===== config.mk =====
export PLATFORM = sky130hd
export DESIGN_NAME = axis_split_dispatcher
export DESIGN_NICKNAME = d
export VERILOG_FILES = /design/src/rtl/axis_split_dispatcher.sv
export SDC_FILE = /design/constraint.sdc
export NUM_CORES = 1
export LEC_CHECK = 0
export ABC_AREA = 1
export CORE_MARGIN = 2
export CORE_UTILIZATION = 39
export CTS_CLUSTER_DIAMETER = 50
export DETAILED_ROUTE_END_ITERATION = 6
export PLACE_DENSITY_LB_ADDON = 0.12
export SLEW_MARGIN = 20
export SYNTH_ARGS = -nofsm -noshare
export SYNTH_HDL_FRONTEND = slang
export SYNTH_SLANG_ARGS = --single-unit

===== constraint.sdc =====
create_clock -name clk -period 6.71 [get_ports clk]
set_input_delay 1.6775 -clock clk [delete_from_list [all_inputs] [get_ports clk]]
set_output_delay 1.6775 -clock clk [all_outputs]
set_load 0.05 [all_outputs]

===== src/rtl/axis_split_dispatcher.sv =====
// AXI4-Stream 1-to-M packet dispatcher.
// Whole packets go to one enabled port in round-robin order, registered output.
module axis_split_dispatcher #(
   parameter int M_COUNT    = 3,
   parameter int DATA_WIDTH = 64
) (
   input  logic                          clk,
   input  logic                          rst,
   input  logic [M_COUNT-1:0]            oen,
   input  logic                          s_axis_tvalid,
   input  logic [DATA_WIDTH-1:0]         s_axis_tdata,
   input  logic                          s_axis_tlast,
   output logic                          s_axis_tready,
   output logic [M_COUNT-1:0]            m_axis_tvalid,
   output logic [M_COUNT*DATA_WIDTH-1:0] m_axis_tdata,
   output logic [M_COUNT-1:0]            m_axis_tlast,
   input  logic [M_COUNT-1:0]            m_axis_tready
);

   localparam int PW = $clog2(M_COUNT);

   typedef enum logic {
      IDLE,
      BUSY
   } state_t;

   state_t                state, state_d;
   logic [PW-1:0]         grant, grant_d;
   logic [PW-1:0]         ptr, ptr_d;
   logic                  out_valid, out_valid_d;
   logic [DATA_WIDTH-1:0] out_data, out_data_d;
   logic                  out_last, out_last_d;

   logic [PW-1:0]         sel;
   logic                  found;
   logic                  in_hs;
   logic                  out_hs;

   // first enabled port after the last one served, wrapping around
   always_comb begin
      sel   = '0;
      found = 1'b0;
      for (int k = 1; k <= M_COUNT; k++) begin
         int idx;
         idx = (int'(ptr) + k) % M_COUNT;
         if (!found && oen[idx]) begin
            found = 1'b1;
            sel   = PW'(idx);
         end
      end
   end

   assign out_hs = out_valid && m_axis_tready[grant];
   assign s_axis_tready = (state == BUSY) &&
                          (!out_valid || m_axis_tready[grant]);
   assign in_hs = s_axis_tvalid && s_axis_tready;

   always_comb begin
      state_d     = state;
      grant_d     = grant;
      ptr_d       = ptr;
      out_valid_d = out_valid;
      out_data_d  = out_data;
      out_last_d  = out_last;
      if (out_hs)
         out_valid_d = 1'b0;
      unique case (state)
         IDLE: begin
            if (s_axis_tvalid && found && !out_valid) begin
               state_d = BUSY;
               grant_d = sel;
            end
         end
         BUSY: begin
            if (in_hs) begin
               out_data_d  = s_axis_tdata;
               out_last_d  = s_axis_tlast;
               out_valid_d = 1'b1;
               if (s_axis_tlast) begin
                  state_d = IDLE;
                  ptr_d   = grant;
               end
            end
         end
         default: state_d = IDLE;
      endcase
   end

   always_ff @(posedge clk or posedge rst) begin
      if (rst) begin
         state     <= IDLE;
         grant     <= '0;
         ptr       <= PW'(M_COUNT - 1);
         out_valid <= 1'b0;
         out_data  <= '0;
         out_last  <= 1'b0;
      end else begin
         state     <= state_d;
         grant     <= grant_d;
         ptr       <= ptr_d;
         out_valid <= out_valid_d;
         out_data  <= out_data_d;
         out_last  <= out_last_d;
      end
   end

   // data and last are broadcast; each consumer qualifies with its tvalid
   for (genvar i = 0; i < M_COUNT; i++) begin : g_port
      assign m_axis_tvalid[i] = out_valid && (grant == PW'(i));
      assign m_axis_tdata[i*DATA_WIDTH +: DATA_WIDTH] = out_data;
      assign m_axis_tlast[i] = out_last;
   end

endmodule


==> results.json <==
{
  "status": "complete, no violations",
  "top_layer": "met4",
  "synth-seq-cells": 71,
  "clk_pin_slew_ns": 0.07,
  "tritoncts": "done",
  "wl_met2_um": 5160,
  "cp-end-kind": "output port",
  "fill_cells": 899,
  "period_needed_ns": 5.02,
  "ys_top_cells_by_count": "227 x nand2_1, 131 x buf_4, 70 x dfrtp_1",
  "diodes": 0,
  "die_x_um": 105,
  "cp.required_ns": 5.03,
  "finalMaxSlewViolations": 0,
  "post_cts_buffers": 0,
  "netlist.area_leader.share_pct": 43.7,
  "skew_ns": 0.0152,
  "gp_congestion": 0.823,
  "dr_total_vias": 3287,
  "clk_path_buf_depth": 2,
  "drtAntennaViolNets": 0,
  "final_nets": 708,
  "ys_seq_area_share_pct": 44.4,
  "wl_um": 10100,
  "rsz0062_at_grt": "false",
  "grt_pass1_wl_um": 16300,
  "finish.utilization_pct": 59.4,
  "initial_core_util_pct": 39.5,
  "critPathKind": "in2out",
  "grt_max_degree": 72,
  "start_kind": "primary input",
  "fmax_mhz": 199,
  "cp.arrival_ns": 3.34,
  "async_flop_share_pct": 100,
  "die-height_um": 105,
  "drt_iter0_markers": 122,
  "crit_slowest_cell": "clkdlybuf4s50_1",
  "synthDistinctLibCells": 20,
  "syn_inst": 491,
  "hold_class": "reg2reg",
  "clock_latency_ns": 0.33,
  "finalSetupTns_ns": 0,
  "synth.most_common_cell": "nand2_1",
  "io_pins": 273,
  "multi_input_comb_area_sq_um": 1030,
  "synthesis.area_sq_um": 4010,
  "path_max_fanout": 2,
  "yosysTopAreaCell": "dfrtp_1",
  "maxSlewHeadroom_pct": 39.2,
  "yosys_warnings": 0,
  "wl_met3_um": 722,
  "met1_length_um": 4210,
  "coreArea_sq_um": 10100,
  "maxCapViolCount": 0,
  "wl_per_cell_um": 13.2,
  "rows": 37,
  "synth-edff-count": 0,
  "path_common_cell": "clkdlybuf4s50_1",
  "grt-ovfl-total": 0,
  "max_stage_delay_ns": 0.81,
  "port_buffers": 272,
  "final-hold-violation-count": 0,
  "synthFlopType": "dfrtp_1",
  "dieArea_sq_um": 11100,
  "drtPass1Iterations": 4,
  "clkSinkCount": 71,
  "clockRootBuffer": "clkbuf_8",
  "grt_antenna_before_repair": 0,
  "hold_buffers": 0,
  "cts_buffers": 9,
  "track_usage_pct": 18.2,
  "setup_viol": 0,
  "avgSynthCellArea_sq_um": 8.16,
  "drive_above_1_share_pct": 3.62,
  "htreeDepth": 3,
  "drc_errors": 0,
  "vias_per_cell": 4.26,
  "finalCritPeriodShare_pct": 74.8,
  "crit_chain": "clkdlybuf4s50_1, inv_1, o21ai_1, nor2_2, nor2_1, clkdlybuf4s50_1",
  "syn2layout_area_growth_pct": 50.3,
  "dp_hpwl_um": 7450,
  "seq_area_sq_um": 1780,
  "worst_pin_slew_ns": 0.912,
  "cts_resized": 0,
  "synth_area_leaders": "dfrtp_1 44%, buf_4 25%, nand2_1 21%",
  "synth_fp_nets": 568,
  "grt_pass1_vias": 3137
}
## sequential cells by signal, summed over array words and instances (netlist names)
signal     cells
state          1
out_last       1
grant          2
ptr            2
out_valid      1
out_data      64
## cells in the final DEF, fill, tap and decap left out
master / instances
nor3b_1: 1
nor2_4: 1
nand2_1: 227
clkbuf_8: 9
clkbuf_1: 1
bufinv_16: 3
o21ai_0: 5
nor2_1: 4
o21ai_1: 4
clkinv_2: 1
buf_4: 2
clkinv_4: 2
ha_1: 3
inv_2: 2
dfstp_2: 1
inv_1: 15
nor3_1: 1
nand4_1: 2
nor2_2: 1
clkdlybuf4s50_1: 272
a21oi_1: 1
dfrtp_1: 70
nand3_1: 6
nand2_2: 1
## area by class of cell
cell class | instances | area share [%]
Inverter | 18 | 1.14
Tap cell | 136 | 2.83
Multi-Input combinational cell | 257 | 17.2
Clock inverter | 5 | 1.79
Clock buffer | 10 | 2.12
Sequential cell | 71 | 29.5
Timing Repair Buffer | 274 | 45.5
## metrics by stage
step | instance area, sq um | setup slack [ns] | hold WS, ns | instances
after floorplan | 4010 | 2.44 | 0.471 | 491
after global placement | 5790 | 1.72 | 0.488 | 756
after detailed placement | 5790 | 1.70 | 0.487 | 756
after CTS | 6020 | 1.68 | 0.497 | 771
after global routing | 6020 | 1.62 | 0.527 | 771
final | 6020 | 1.69 | 0.493 | 771
## cells by family (layout without fill, tap and decap cells)
group                      count (synthesis)  after routing  synth area share (%)
adders and majority gates                  3              3                 0.937
AOI/OAI and AO/OA                         10             10                  1.25
DFF                                       71             71                  44.4
and+or+nand+nor                          244            244                  23.6
buffers and inverters                    163            307                  29.8
## critical path, delay by kind of cell
family / cells / cell delay, ns
AOI/OAI and AO/OA: 1 / 0.18
buffers and inverters: 3 / 1.31
and+or+nand+nor: 2 / 0.17
## final timing paths
| kind | startpoint | to | slack (ns) | depth (start not counted) |
|---|---|---|---|---|
| min in group asynchronous | rst | out_data[17]$_DFFE_PP0P_ | 1.93 | 3 |
| worst max register to register | grant[1]$_DFFE_PP0P_ | out_data[50]$_DFFE_PP0P_ | 3.83 | 9 |
| max in group asynchronous | rst | out_data[14]$_DFFE_PP0P_ | 4.17 | 3 |
| worst max-delay path | m_axis_tready[1] | s_axis_tready | 1.69 | 6 |
| worst min-delay path | ptr[1]$_DFFE_PP1P_ | ptr[1]$_DFFE_PP1P_ | 0.49 | 2 |
| worst min register to register | ptr[1]$_DFFE_PP1P_ | ptr[1]$_DFFE_PP1P_ | 0.49 | 2 |
## per-layer routing
layer | up-vias | global-route usage (%)
li1 | 1626 | -
met4 | 0 | 4.86
met5 | - | 0
met2 | 148 | 31.5
met3 | 5 | 3.96
met1 | 1508 | 22.8
Power is left out: the tool's default activity adds up to more than one toggle a clock period on the data nets, which glitch-free logic cannot reach.
